===== src/rtl/fetch_sequencer.sv =====
// Fetch stage sequencer: owns the PC, drives instruction-memory address, fills IF/ID.
// Optional performance counters are enabled with `define FETCH_PERF_CNT_EN.
//
//  state | meaning
//  ------+-------------------------------------------------------------
//  BOOT  | one cycle after reset, PC held, IF/ID bubble
//  RUN   | normal fetch: redirect > stall > halt detect > sequential
//  HALT  | HALT_WORD seen, PC frozen until a redirect arrives
//  FAULT | bad redirect target or PC ran off the end; terminal to reset
module fetch_sequencer #(
    parameter logic [31:0] RESET_PC  = 32'h0000_0000,
    parameter int unsigned MEM_WORDS = 1024,
    parameter logic [31:0] HALT_WORD = 32'hFFFF_FFFF
) (
    input  logic        Clk,
    input  logic        Reset,
    output logic [31:0] imem_addr,
    input  logic [31:0] imem_instr,
    input  logic        stall,
    input  logic        branch_taken,
    input  logic [31:0] branch_target,
    input  logic        jump,
    input  logic [31:0] jump_target,
    output logic [31:0] if_id_instr,
    output logic [31:0] if_id_pc_plus4,
    output logic        if_id_valid,
    output logic        halted,
`ifdef FETCH_PERF_CNT_EN
    output logic [31:0] perf_fetched,
    output logic [31:0] perf_stalls,
    output logic [31:0] perf_flushes,
`endif
    output logic        fault
);

    localparam logic [31:0] PC_LIMIT = 32'(MEM_WORDS * 4);

    typedef enum logic [1:0] {
        BOOT  = 2'd0,
        RUN   = 2'd1,
        HALT  = 2'd2,
        FAULT = 2'd3
    } state_t;

    state_t      state;
    logic [31:0] pc;
    logic [31:0] pc_plus4;
    logic        redirect;
    logic [31:0] redirect_tgt;
    logic        tgt_bad;
    logic        redirect_ok;
    logic        stall_run;
    logic        halt_seen;
    logic        seq_end;
    logic        fetch_ok;

    assign imem_addr = pc;
    assign pc_plus4  = pc + 32'd4;

    always_comb begin
        redirect     = jump | branch_taken;
        redirect_tgt = jump ? jump_target : branch_target;
        tgt_bad      = (redirect_tgt[1:0] != 2'b00) || (redirect_tgt >= PC_LIMIT);
        redirect_ok  = redirect && !tgt_bad && (state == RUN || state == HALT);
        stall_run    = (state == RUN) && !redirect && stall;
        halt_seen    = (state == RUN) && !redirect && !stall && (imem_instr == HALT_WORD);
        // The last legal word is never fetched sequentially because PC+4 would leave memory.
        seq_end      = (state == RUN) && !redirect && !stall && !halt_seen && (pc_plus4 == PC_LIMIT);
        fetch_ok     = (state == RUN) && !redirect && !stall && !halt_seen && !seq_end;
    end

    always_ff @(posedge Clk) begin
        if (Reset) begin
            state          <= BOOT;
            pc             <= RESET_PC;
            if_id_instr    <= 32'd0;
            if_id_pc_plus4 <= 32'd0;
            if_id_valid    <= 1'b0;
            halted         <= 1'b0;
            fault          <= 1'b0;
        end else begin
            case (state)
                BOOT: state <= RUN;
                RUN, HALT: begin
                    if (redirect) begin
                        if_id_instr <= 32'd0;
                        if_id_valid <= 1'b0;
                        if (tgt_bad) begin
                            fault <= 1'b1;
                            state <= FAULT;
                        end else begin
                            pc     <= redirect_tgt;
                            halted <= 1'b0;
                            state  <= RUN;
                        end
                    end else if (state == RUN && !stall) begin
                        if (halt_seen) begin
                            if_id_instr <= 32'd0;
                            if_id_valid <= 1'b0;
                            halted      <= 1'b1;
                            state       <= HALT;
                        end else if (seq_end) begin
                            if_id_instr <= 32'd0;
                            if_id_valid <= 1'b0;
                            fault       <= 1'b1;
                            state       <= FAULT;
                        end else begin
                            if_id_instr    <= imem_instr;
                            if_id_pc_plus4 <= pc_plus4;
                            if_id_valid    <= 1'b1;
                            pc             <= pc_plus4;
                        end
                    end
                end
                default: ;
            endcase
        end
    end

`ifdef FETCH_PERF_CNT_EN
    function automatic logic [31:0] sat_inc(input logic [31:0] v);
        return (v == 32'hFFFF_FFFF) ? v : v + 32'd1;
    endfunction

    always_ff @(posedge Clk) begin
        if (Reset) begin
            perf_fetched <= 32'd0;
            perf_stalls  <= 32'd0;
            perf_flushes <= 32'd0;
        end else begin
            if (fetch_ok)    perf_fetched <= sat_inc(perf_fetched);
            if (stall_run)   perf_stalls  <= sat_inc(perf_stalls);
            if (redirect_ok) perf_flushes <= sat_inc(perf_flushes);
        end
    end
`else
    logic unused_strobes;
    assign unused_strobes = stall_run ^ redirect_ok ^ fetch_ok;
`endif

endmodule


===== config.mk =====
export PLATFORM = sky130hd
export DESIGN_NAME = fetch_sequencer
export DESIGN_NICKNAME = d
export VERILOG_FILES = /design/src/rtl/fetch_sequencer.sv
export SDC_FILE = /design/constraint.sdc
export NUM_CORES = 1
export LEC_CHECK = 0
export ABC_CLOCK_PERIOD_IN_PS = 8900
export BUFFER_PORTS_ARGS = -buffer_cell sky130_fd_sc_hd__buf_4
export CAP_MARGIN = 40
export CELL_PAD_IN_SITES_DETAIL_PLACEMENT = 0
export CELL_PAD_IN_SITES_GLOBAL_PLACEMENT = 1
export CORE_MARGIN = 8
export CORE_UTILIZATION = 35
export CTS_CLUSTER_SIZE = 12
export DETAILED_ROUTE_END_ITERATION = 12
export GPL_TIMING_DRIVEN = 0
export PLACE_DENSITY = 0.81
export SETUP_SLACK_MARGIN = 0.05
export SKIP_CTS_REPAIR_TIMING = 1
export SYNTH_ARGS = -nofsm -noshare
export SYNTH_HDL_FRONTEND = slang
export SYNTH_SLANG_ARGS = --single-unit
export TNS_END_PERCENT = 1

===== constraint.sdc =====
create_clock -name Clk -period 8.9 [get_ports Clk]
set_clock_uncertainty 0.2 [all_clocks]
set_input_delay 1.78 -clock Clk [delete_from_list [all_inputs] [get_ports Clk]]
set_output_delay 1.78 -clock Clk [all_outputs]
set_load 0.01 [all_outputs]

**Yosys cells after proc, flatten, opt, wreduce, memory -nomap -nowiden**

Index checks and enable logic that the tools add are counted.

- Mux-type cells: 29
- Add/subtract/negate cells: 1
- Reduce and logical (&&, ||, !) cells: 23
- $lt $le $gt $ge: 1
- Bitwise gates (word level): 4
- Equality and inequality tests: 10

Operator list:

| operator | number |
|---|---|
| 32-bit two-way mux | 10 |
| 32-bit by 3-bit adder with 32-bit output, second input constant | 1 |
| 32-bit by 13-bit == test with 1-bit output, second input constant | 1 |
| 32-bit == test, second input constant | 1 |
| 32-bit by 13-bit >= comparator with 1-bit output, second input constant | 1 |
| 5-bit AND reduction | 3 |
| 1-bit two-way mux | 13 |
| 2-bit two-way mux | 5 |
| 2-bit nonzero test | 5 |
| 1-bit logical AND | 6 |
| 2-bit != test, second input constant | 3 |
| 4-bit != test, second input constant | 1 |
| 2-bit case mux with 2 select lines | 1 |
| 4-bit AND reduction | 1 |
| 1-bit logical NOT | 3 |
| 3-bit != test, second input constant | 1 |
| 1-bit inverter | 3 |
| 3-bit AND reduction | 1 |
| 2-bit by 1-bit == test with 1-bit output, second input constant | 1 |
| 2-bit == test, second input constant | 1 |
| 2-bit logical NOT | 1 |
| 2-bit by 1-bit != test with 1-bit output, second input constant | 1 |
| 2-bit AND reduction | 1 |
| 2-bit OR reduction | 1 |
| other kinds (2) | 2 |

- Output and inout bits: 99
- Input port bits: 101
- Flip-flop bits (word level): 101
- Logic and storage cells: 75

**Longest topological paths before layout**

Gate-level depths: netlist (run 1).

- Depth after elaboration: 13
- Depth in mapped cells: 12
- Mapped depth without buffers: 10

**Least setup slack after synthesis (run 1)**

OpenSTA, ideal clock, no wires.

- Kind: input-to-reg
- Start: in branch_taken
- End: reg if_id_instr[0]
- Slack: 4.670 ns
- Cell stages on the path: 11
- Buffers on the path: 3
- Setup time: 0.117 ns
- Data required time: 8.583 ns
- Data arrival time: 3.914 ns
- Path through: buf_2 > nor4b_4 > nand4_1 > a2111oi_0 > o211ai_1 > nor4b_2 > and3_1 > buf_6 > nor3_4 > buf_6 > a22o_1

- Word-level cells in the longest chain between the ends: 12
- Elaborated cells on any way between the ends: 14
- Classes of those cells: 4 x mux; 1 x bitwise; 9 x reduce/logical

RTL lines:

| item | RTL line | text |
|---|---|---|
| start, declared | 20 | `input logic branch_taken,` |
| 1-bit bitwise OR (*) | 61 | `redirect = jump \| branch_taken;` |
| 1-bit logical NOT | n/a |  |
| 1-bit logical AND (2 in a row) | n/a |  |
| 1-bit logical AND | 66 | `halt_seen = (state == RUN) && !redirect && !stall && (imem_instr == HALT_WORD);` |
| 1-bit logical NOT | n/a |  |
| 1-bit logical AND | n/a |  |
| 1-bit logical AND | 68 | `seq_end = (state == RUN) && !redirect && !stall && !halt_seen && (pc_plus4 == PC_LIMIT);` |
| 32-bit two-way mux | 102 | `end else if (seq_end) begin` |
| 32-bit two-way mux | 97 | `if (halt_seen) begin` |
| 32-bit two-way mux | 96 | `end else if (state == RUN && !stall) begin` |
| 32-bit two-way mux | 85 | `if (redirect) begin` |
| end signal, assigned | 108 | `if_id_instr <= imem_instr;` |
| end, declared | 24 | `output logic [31:0] if_id_instr,` |

Every way passes the cells marked *; elsewhere a longest branch is shown, timed or not. The select of a mux whose other input is x is not followed.
A chain may end at the register's enable or synchronous reset.

**Worst setup path after layout (run 1)**

- Start: in jump
- End: reg pc[20], in the netlist imem_addr[20]

- Word-level cells in the longest chain between the ends: 10
- Elaborated cells on any way between the ends: 19
- Classes of those cells: 1 x order compare; 3 x eq/ne; 3 x mux; 1 x bitwise; 11 x reduce/logical

RTL lines:

| item | RTL line | text |
|---|---|---|
| start, declared | 22 | `input logic jump,` |
| parallel branches: the longest is 10 deep, another holds 32-bit by 13-bit >= comparator with 1-bit output | n/a |  |
| end signal, assigned | 92 | `pc <= redirect_tgt;` |
| end signal, assigned | 111 | `pc <= pc_plus4;` |
| end, declared | 46 | `logic [31:0] pc;` |

Several ways; the timed one is not identified. The select of a mux whose other input is x is not followed.

==> results of run 1 <==
state kept, by name, summed over array words and instances (netlist names):
register	cells
fault	1
halted	1
if_id_instr	32
if_id_pc_plus4	32
if_id_valid	1
imem_addr	32
state	2
per-stage QoR:
stage | utilization | std cells | hold WS (ns)
finish | 0.4855 | 1055 | 0.2623
floorplan | - | 625 | 0.2653
global placement | 0.4649 | 1039 | 0.2504
global route | 0.4855 | 1055 | 0.2952
CTS | 0.4855 | 1055 | 0.2651
detailed placement | 0.4649 | 1039 | 0.2547
path summary, 6_finish.rpt:
kind,cells after the start,to,start,slack (ns)
max reg2reg,9,imem_addr[22],imem_addr[2],4.82
max,11,imem_addr[20],jump,3.95
min reg2reg,2,if_id_valid,if_id_valid,0.26
min,2,if_id_valid,if_id_valid,0.26
Yosys cell counts (all sizes together) (2+ instances only):
cell | count | area share
ha | 4 | 0.0090
a22o | 56 | 0.088
nor3 | 27 | 0.028
nand2 | 34 | 0.023
a211oi | 28 | 0.057
clkbuf | 30 | 0.021
or3 | 5 | 0.0056
and3 | 10 | 0.011
nor2 | 38 | 0.027
or2 | 3 | 0.0034
o41ai | 3 | 0.0047
a21oi | 56 | 0.052
o21ai | 21 | 0.019
o211ai | 4 | 0.0054
dfxtp | 101 | 0.36
and2 | 5 | 0.0056
a211o | 2 | 0.0032
mux2i | 20 | 0.036
nor4 | 16 | 0.022
nor4b | 3 | 0.0086
xnor2 | 17 | 0.027
o22ai | 3 | 0.0034
buf | 28 | 0.036
nand3 | 33 | 0.038
o31ai | 5 | 0.0068
nand4 | 24 | 0.028
nor2b | 4 | 0.0045
a31oi | 4 | 0.0045
xor2 | 11 | 0.017
inv | 8 | 0.0054
a311oi | 2 | 0.0032
metal layers:
| metal | share of wire | routed length (um) | global-route usage | vias to the layer above |
|---|---|---|---|---|
| li1 | - | - | - | 2782 |
| met1 | 0.43 | 9243 | 0.2545 | 2731 |
| met2 | 0.48 | 10360 | 0.3546 | 232 |
| met3 | 0.075 | 1628 | 0.05746 | 29 |
| met4 | 0.020 | 424 | 0.06105 | 0 |
| met5 | 0 | 0 | 0 | - |
logic make-up (layout without fill, tap and decap cells):
| logic type | after synthesis | in the layout | synth area share |
|---|---|---|---|
| adder cells (fa/ha/maj) | 4 | 4 | 0.009022 |
| XOR/XNOR | 28 | 28 | 0.04420 |
| multiplexers | 21 | 21 | 0.03811 |
| AND/OR/NAND/NOR | 208 | 208 | 0.2143 |
| buffers and inverters | 66 | 280 | 0.06157 |
| flip-flops | 101 | 101 | 0.3645 |
| AO/OA/AOI/OAI | 197 | 197 | 0.2684 |
critical path, stage by stage:
cell      delay (ns)
buf_4           0.14
clkbuf_1        0.59
mux2i_1         0.44
nand3_1         0.14
nor3_1          0.51
or2_2           0.22
and3_1          0.14
clkbuf_1        0.20
clkbuf_1        0.47
a21oi_1         0.15
a211oi_2        0.23
power groups by stage:
| stage | Sequential [W] | Combinational, W | Clock (W) |
|---|---|---|---|
| 2_1_floorplan | 0.000511 | 0.000154 | 0 |
| 3_3_place_gp | 0.000506 | 0.000283 | 0 |
| 3_5_place_dp | 0.000506 | 0.000282 | 0 |
| 4_1_cts | 0.000496 | 0.000284 | 0.000446 |
| 5_1_grt | 0.000499 | 0.000308 | 0.000464 |
| 6_report | 0.000497 | 0.000284 | 0.000436 |
cell usage in the layout (no fill, tap or decap), types with 3 or more instances in the layout:
| cell | Yosys | final |
|---|---|---|
| o22ai_1 | 3 | 3 |
| xnor2_1 | 17 | 17 |
| mux2i_1 | 20 | 20 |
| o211ai_1 | 4 | 4 |
| clkbuf_1 | 29 | 30 |
| o31ai_1 | 5 | 5 |
| buf_6 | 8 | 8 |
| nand3_1 | 28 | 28 |
| buf_4 | 4 | 202 |
| a31oi_1 | 4 | 4 |
| clkbuf_16 | 0 | 9 |
| nand2_1 | 34 | 34 |
| dfxtp_1 | 101 | 101 |
| nor3_1 | 25 | 25 |
| nand4_1 | 23 | 23 |
| nor2b_1 | 4 | 4 |
| xor2_1 | 11 | 11 |
| o41ai_1 | 3 | 3 |
| and2_1 | 5 | 5 |
| o21ai_0 | 20 | 20 |
| ha_1 | 4 | 4 |
| nor2_1 | 36 | 36 |
| a21oi_1 | 54 | 54 |
| and3_1 | 10 | 10 |
| inv_1 | 8 | 8 |
| nor4_1 | 14 | 14 |
| a211oi_1 | 7 | 7 |
| nand3_4 | 3 | 3 |
| buf_2 | 14 | 14 |
| a211oi_2 | 21 | 21 |
| a22o_1 | 56 | 56 |
| or3_1 | 5 | 5 |
area by class of cell:
cell class,instances,area (um2),share of cell area
buffer,58,311.5,0.04084
multi-input combinational,458,3184,0.4174
tap,216,270.3,0.03543
clock buffer,10,229.0,0.03001
timing repair buffer,198,1486,0.1949
clock inverter,6,95.09,0.01247
inverter,8,30.03,0.003936
sequential,101,2022,0.2650
==> results by group, run 1 <==
Clocking
  • Number of clock sinks: 101
  • Number of buffers on the longest clock path: 2
  • Worst-skew pair later-pin latency: 0.36 ns
  • H-tree levels: 3
  • CTS clock-pin slew for the worst setup and hold paths: 0.07 ns
  • TritonCTS clock tree: done
  • Root Driver: clkbuf_16
  • Num CTS Buffers: 9

Routing
  • DRT iter0 DRCs: 402
  • Vias per inst: 5.473
  • First-pass DRT Iterations: 7
  • Routed Wire Length: 21650 um
  • DR vias: 5774
  • Routed WL per cell: 20.52 um
  • DRC Markers: 0
  • Antenna-violating nets left: 0

Synthesis
  • Register area share after synthesis: 0.3645
  • Number of flops mapped to enable cells by yosys: 0
  • Mapped cell area: 5548 um2
  • Avg Synthesized Cell Area: 8.877 um2
  • Synth Register Bits: 101
  • Syn Nets: 730
  • Unique masters post-synth: 68
  • Synth Warn #: 0
  • Synth async-reset ratio: 0
  • Mapped Cells: 625
  • Post-synth top flop: dfxtp_1

Layout
  • P&R area growth vs syn: 37.51%
  • Fillers: 1577
  • Final nets: 939
  • Layout cells sized above 1: 0.3349
  • Final Instance Area: 7629 um2
  • Ant diodes: 0

Critical path
  • CP startpoint kind: input pin
  • Max FO, Critical Path: 10
  • Critical path data arrival time: 5.02 ns
  • Setup CP Type: in2reg
  • Worst Setup End Kind: flip-flop
  • Required time worst endpoint: 8.97 ns

Place
  • I/O Buffers: 198
  • Hpwl dp: 17170 um
  • Place WS: 3.607 ns
  • Dpl cell area: 7305 um2
  • Routability congestion estimate: 0.9440

Pwr
  • Int Pwr: 0.0008500 W
  • Maximum VDD drop: 0.09478 mV
  • Sw Ratio: 0.3015
  • Clock Power Share: 0.359
  • Sequential Power Share: 0.408
  • Sw power: 0.0003669 W
  • Combinational fraction of design power: 0.233
  • Power Density: 159.5 nW/um2
  • Total power: 0.001217 W
  • Leakage: 3.141 nW

Global route
  • Initial antenna violation count: 0
  • Global-route wire length before repair: 32690 um
  • Number of global-route vias before repair: 5775
  • Total track usage: 0.2096
  • Grt ovf: 0
  • Largest net degree at the start of global routing: 18

Die
  • Die W: 141.9 um
  • Die area: 20140 um2
  • Die Span Y: 141.9 um
  • I/O Pins: 200
  • Number of cell rows: 46
  • Initial Util: 0.3531
  • Placeable Area: 15710 um2

STA
  • Crit share post-route: 0.5558
  • Max_slew headroom: 0.4286
  • Final min period: 4.947 ns
  • Slew of the pin with the lowest slew margin: 0.8571 ns
  • Final count of hold timing violations: 0
  • Setup ws final: 3.953 ns
  • Max frequency: 202.1 MHz
  • Endpoints failing setup: 0
  • TNS Setup: 0 ns
  • Pins Over Slew Limit: 0
  • RSZ-0062 raised after global routing: no

Run
  • Maximum capacitance violations: 0

Worst hold path
  • Worst Hold Class: reg2reg

Run status
  • Status: completed
Power figures use the tool's default switching activity.
==> inputs of run 2 (changes only) <==
Settings changed: ABC_AREA set to 1, ABC_CLOCK_PERIOD_IN_PS 8900 to 4400, CORE_UTILIZATION 35 to 31, PLACE_DENSITY 0.81 to 0.8.
Clock period 8.9 ns to 4.4 ns, I/O delays scaled along.
==> run 2 against run 1 <==
Worst setup slack got worse by 2.7 ns. Cell count is 19% higher. Register-to-register slack got worse by 3.5 ns. Critical path type unchanged. Clock power increased by 97%.
==> results by group, run 2 <==
Synthesis
  • Most frequent cell after synthesis: nand2_1
  • Mapped Cells: 815
  • Avg Synthesized Cell Area: 6.741 um2
  • Number of flops mapped to enable cells by yosys: 0
  • Synth area leader: dfxtp_1
  • Mapped cell area: 5494 um2
  • Synth async-reset ratio: 0
  • Top-area cell type share of the netlist area: 0.3680
  • Synth Warn #: 0
  • Unique masters post-synth: 36
  • Synth Register Bits: 101
  • Syn Nets: 920
  • Top cells by count, synth: 278 x nand2_1, 101 x dfxtp_1, 98 x nor2_1
  • Register area share after synthesis: 0.3680
  • Ranking of synthesized cells by area: dfxtp_1 37%, nand2_1 19%, a21oi_1 7.5%, nor2_1 6.7%, nand4_1 3.0%
  • Post-synth top flop: dfxtp_1

Run
  • Maximum capacitance violations: 0

Global route
  • Met3 GRT Util: 0.04794
  • Met1 Usage GRT: 0.2280
  • Largest net degree at the start of global routing: 20
  • Initial antenna violation count: 0
  • Busiest grt layer: met2
  • Number of global-route vias before repair: 5706
  • Total track usage: 0.1817
  • Grt met2 use: 0.3007
  • Grt ovf: 0
  • Global-route wire length before repair: 31780 um

STA
  • RSZ-0062 raised after global routing: no
  • Final min period: 3.115 ns
  • TNS Setup: 0 ns
  • Max_slew headroom: 0.5076
  • Max frequency: 321.1 MHz
  • Pins Over Slew Limit: 0
  • Endpoints failing setup: 0
  • Crit share post-route: 0.7079
  • Slew of the pin with the lowest slew margin: 0.7387 ns
  • Final count of hold timing violations: 0

Pwr
  • Leakage: 3.253 nW
  • Power Density: 334.0 nW/um2
  • Total power: 0.002532 W
  • Maximum VDD drop: 0.1782 mV

Worst hold path
  • Hold depth: 2
  • Worst Hold Class: reg2reg

Routing
  • Routed WL per cell: 16.50 um
  • Antenna-violating nets left: 0
  • DRT iter0 DRCs: 254
  • First-pass DRT Iterations: 4
  • Routed Wire Length: 20690 um
  • DRC Markers: 0
  • DR vias: 5883
  • Vias per inst: 4.691

Clocking
  • H-tree levels: 3
  • Worst-skew pair later-pin latency: 0.36 ns
  • Number of clock sinks: 101
  • TritonCTS clock tree: done
  • Num CTS Buffers: 9
  • CTS clock-pin slew for the worst setup and hold paths: 0.08 ns
  • Root Driver: clkbuf_16
  • Number of buffers on the longest clock path: 2

Place
  • Routability congestion estimate: 0.9247
  • Hpwl dp: 16810 um
  • I/O Buffers: 198

Layout
  • Final nets: 1129
  • Layout cells sized above 1: 0.2867
  • Ant diodes: 0
  • Commonest non-fill, non-tap cell in the layout: nand2_1
  • P&R area growth vs syn: 37.96%
  • Most frequent cells in the layout: 278 x nand2_1, 206 x buf_4, 101 x dfxtp_1

Critical path
  • Worst Setup End Kind: flip-flop
  • Critical path data arrival time: 3.18 ns
  • Setup CP Type: in2reg
  • Required time worst endpoint: 4.46 ns
  • CP startpoint kind: input pin
  • Reg2reg path depth: 17
  • Max FO, Critical Path: 10

Die
  • Initial Util: 0.3176
  • I/O Pins: 200
  • Placeable Area: 17300 um2
  • Die area: 22240 um2
  • Die W: 149.1 um
  • Die Span Y: 149.1 um
  • Number of cell rows: 48

Run status
  • Status: completed
==> run 2: area by class of cell <==
type	instances	area, um2
fill	1888	9717
clock buffer	9	225.2
sequential	101	2022
inverter	45	168.9
clock inverter	7	92.59
timing repair buffer	198	1486
buffer	37	211.5
tap	225	281.5
multi-input combinational	632	3092
==> run 2: per-stage QoR <==
step | hold slack, ns | setup WS, ns | utilization | instances | cell area (um2)
2_1_floorplan | 0.2447 | 1.632 | - | 815 | 5494
3_3_place_gp | 0.2525 | 0.8758 | 0.4199 | 1238 | 7262
3_5_place_dp | 0.2551 | 0.8866 | 0.4199 | 1238 | 7262
4_1_cts | 0.2661 | 1.270 | 0.4382 | 1254 | 7580
5_1_grt | 0.2806 | 1.092 | 0.4382 | 1254 | 7580
6_report | 0.2651 | 1.285 | 0.4382 | 1254 | 7580
==> run 2: report_power, final <==
part	switching, W	internal [W]
combinational	0.000413	0.000259
sequential	0.0000344	0.000968
clock	0.000401	0.000457
total	0.000849	0.00168
==> run 2: worst paths after layout <==
kind                      startpoint            endpoint  slack (ns)
hold reg to reg   if_id_pc_plus4[27]  if_id_pc_plus4[27]        0.27
setup / recovery                jump              halted        1.29
setup reg to reg        imem_addr[2]              halted        1.36
hold / removal    if_id_pc_plus4[27]  if_id_pc_plus4[27]        0.27
==> run 2: worst max-delay path, cell delays in order <==
cell and delay [ns]:
buf_4 0.10, buf_2 0.27, buf_2 0.33, mux2i_1 0.21, nand3_1 0.12, nor2_1 0.13, nand3_1 0.17, a21oi_1 0.20
nand2_2 0.16, inv_1 0.28, nand2_1 0.15, nand2_1 0.11, nor2_1 0.05
==> run 2: metal layers <==
layer,vias to the layer above,wire length (um)
li1,3058,-
met1,2632,9407
met2,176,9541
met3,17,1447
met4,0,289
met5,-,0
==> run 2: kinds of logic (layout without fill, tap and decap cells) <==
| group | Yosys count | in the layout | synth area share |
|---|---|---|---|
| and+or+nand+nor | 490 | 490 | 0.3969 |
| AOI/OAI and AO/OA | 117 | 117 | 0.1187 |
| DFF | 101 | 101 | 0.3680 |
| buffers and inverters | 82 | 296 | 0.06923 |
| muxes | 14 | 14 | 0.02551 |
| xor gates and xnor gates | 7 | 7 | 0.01253 |
| adders and majority gates | 4 | 4 | 0.009110 |
==> inputs of run 3 (changes only) <==
Settings changed: ABC_CLOCK_PERIOD_IN_PS 4400 to 2800.
Clock period 4.4 ns to 2.8 ns, I/O delays scaled along.
==> run 3 against run 2 <==
Non-clock buffer count increased by 11. Flip-flop and latch count unchanged. First-iteration DRC count rose by 4.3%. Die area stayed put. Largest power group unchanged. Global-route usage is the same. Critical path depth up 2. Via count grew 2.3%.
==> results by group, run 3 (synthesis results as in run 2) <==
Die
  • Initial Util: 0.3176
  • Die area: 22240 um2
  • I/O Pins: 200
  • Die W: 149.1 um
  • Placeable Area: 17300 um2
  • Number of cell rows: 48
  • Die Span Y: 149.1 um

Layout
  • Final Instance Area: 8070 um2
  • Ant diodes: 0
  • P&R area growth vs syn: 46.89%
  • Post-layout util: 0.4666
  • Commonest non-fill, non-tap cell in the layout: nand2_1
  • Layout cells sized above 1: 0.3635
  • Most frequent cells in the layout: 258 x nand2_1, 215 x buf_4, 81 x a21oi_1
  • Final nets: 1140

Global route
  • Global-route wire length before repair: 31780 um
  • Largest net degree at the start of global routing: 20
  • Initial antenna violation count: 0
  • Number of global-route vias before repair: 5706
  • Total track usage: 0.1817
  • Grt ovf: 0

STA
  • TNS Setup: 0 ns
  • Final count of hold timing violations: 0
  • Hold slack: 0.2451 ns
  • Max_slew headroom: 0.5157
  • RSZ-0062 raised after global routing: yes
  • Pins Over Slew Limit: 0
  • Max frequency: 368.8 MHz
  • Endpoints failing setup: 0
  • Crit share post-route: 0.9685
  • Slew of the pin with the lowest slew margin: 0.7265 ns
  • Final min period: 2.712 ns

Clocking
  • H-tree levels: 3
  • Root Driver: clkbuf_16
  • TritonCTS clock tree: done
  • Num CTS Buffers: 9
  • Number of buffers on the longest clock path: 2
  • Number of clock sinks: 101
  • Worst-skew pair later-pin latency: 0.36 ns
  • CTS clock-pin slew for the worst setup and hold paths: 0.08 ns

Run
  • Maximum capacitance violations: 0

Place
  • I/O Buffers: 198
  • Routability congestion estimate: 0.9247
  • Hpwl dp: 16810 um
  • Dpl cell area: 7262 um2

Routing
  • DRT iter0 DRCs: 265
  • Antenna-violating nets left: 0
  • First-pass DRT Iterations: 4
  • Routed WL per cell: 16.81 um
  • DR vias: 6021
  • DRC Markers: 0
  • Routed Wire Length: 21270 um
  • Vias per inst: 4.760

Pwr
  • Total power: 0.004053 W
  • Maximum VDD drop: 0.2980 mV
  • Power Density: 502.2 nW/um2
  • Leakage: 3.389 nW

Critical path
  • Critical path data arrival time: 2.81 ns
  • Max FO, Critical Path: 7
  • Setup CP Type: reg2reg
  • CP startpoint kind: flip-flop
  • Worst Setup End Kind: flip-flop
  • Required time worst endpoint: 2.90 ns

Run status
  • Status: completed

Worst hold path
  • Worst Hold Class: in2reg
## run 3: worst max-delay path: stages, from the launching register on
cell and delay (ns):
dfxtp_2 0.40, nand2_1 0.14, nor2_1 0.19, nand2_1 0.12, nor2_4 0.17, xor2_2 0.21
inv_1 0.09, nand3_1 0.13, nor2_4 0.06, nand2_4 0.10, nand3_4 0.09, nor2_4 0.24
buf_12 0.18, clkbuf_16 0.15, nand2_2 0.05, a21oi_2 0.11
## run 3: worst paths after layout
check                          start            endpoint  slack (ns)  cells after the start
hold reg to reg   if_id_pc_plus4[27]  if_id_pc_plus4[27]        0.26                      2
hold / removal        imem_instr[15]     if_id_instr[15]        0.25                      3
setup / recovery        imem_addr[7]   if_id_pc_plus4[7]        0.09                     15
setup reg to reg        imem_addr[7]   if_id_pc_plus4[7]        0.09                     15
## run 3: final cells by class
cell class	count	area (um2)
Sequential cell	101	2086
Multi-Input combinational cell	632	3348
Fill cell	1854	9226
Tap cell	225	281.5
Clock inverter	7	92.59
Timing Repair Buffer	209	1622
Buffer	37	242.7
Clock buffer	9	225.2
Inverter	45	172.7
## run 3: metrics by stage
stage	instances	setup slack, ns
after CTS	1254	-0.1857
after global routing	1265	-0.04377
after floorplan	815	0.2712
after detailed placement	1238	-0.3934
after global placement	1238	-0.4042
final	1265	0.08817
## run 3: per-layer routing
metal	global-route usage	vias up	wire length (um)
met4	0.05098	0	329
li1	-	3083	-
met2	0.3007	177	9998
met5	0	-	0
met1	0.2280	2737	9473
met3	0.04794	24	1468
## run 3: report_power, final
group	internal, W	total [W]	switching (W)
clock	0.000718	0.00135	0.000629
sequential	0.00151	0.00157	0.0000576
combinational	0.000463	0.00113	0.000671
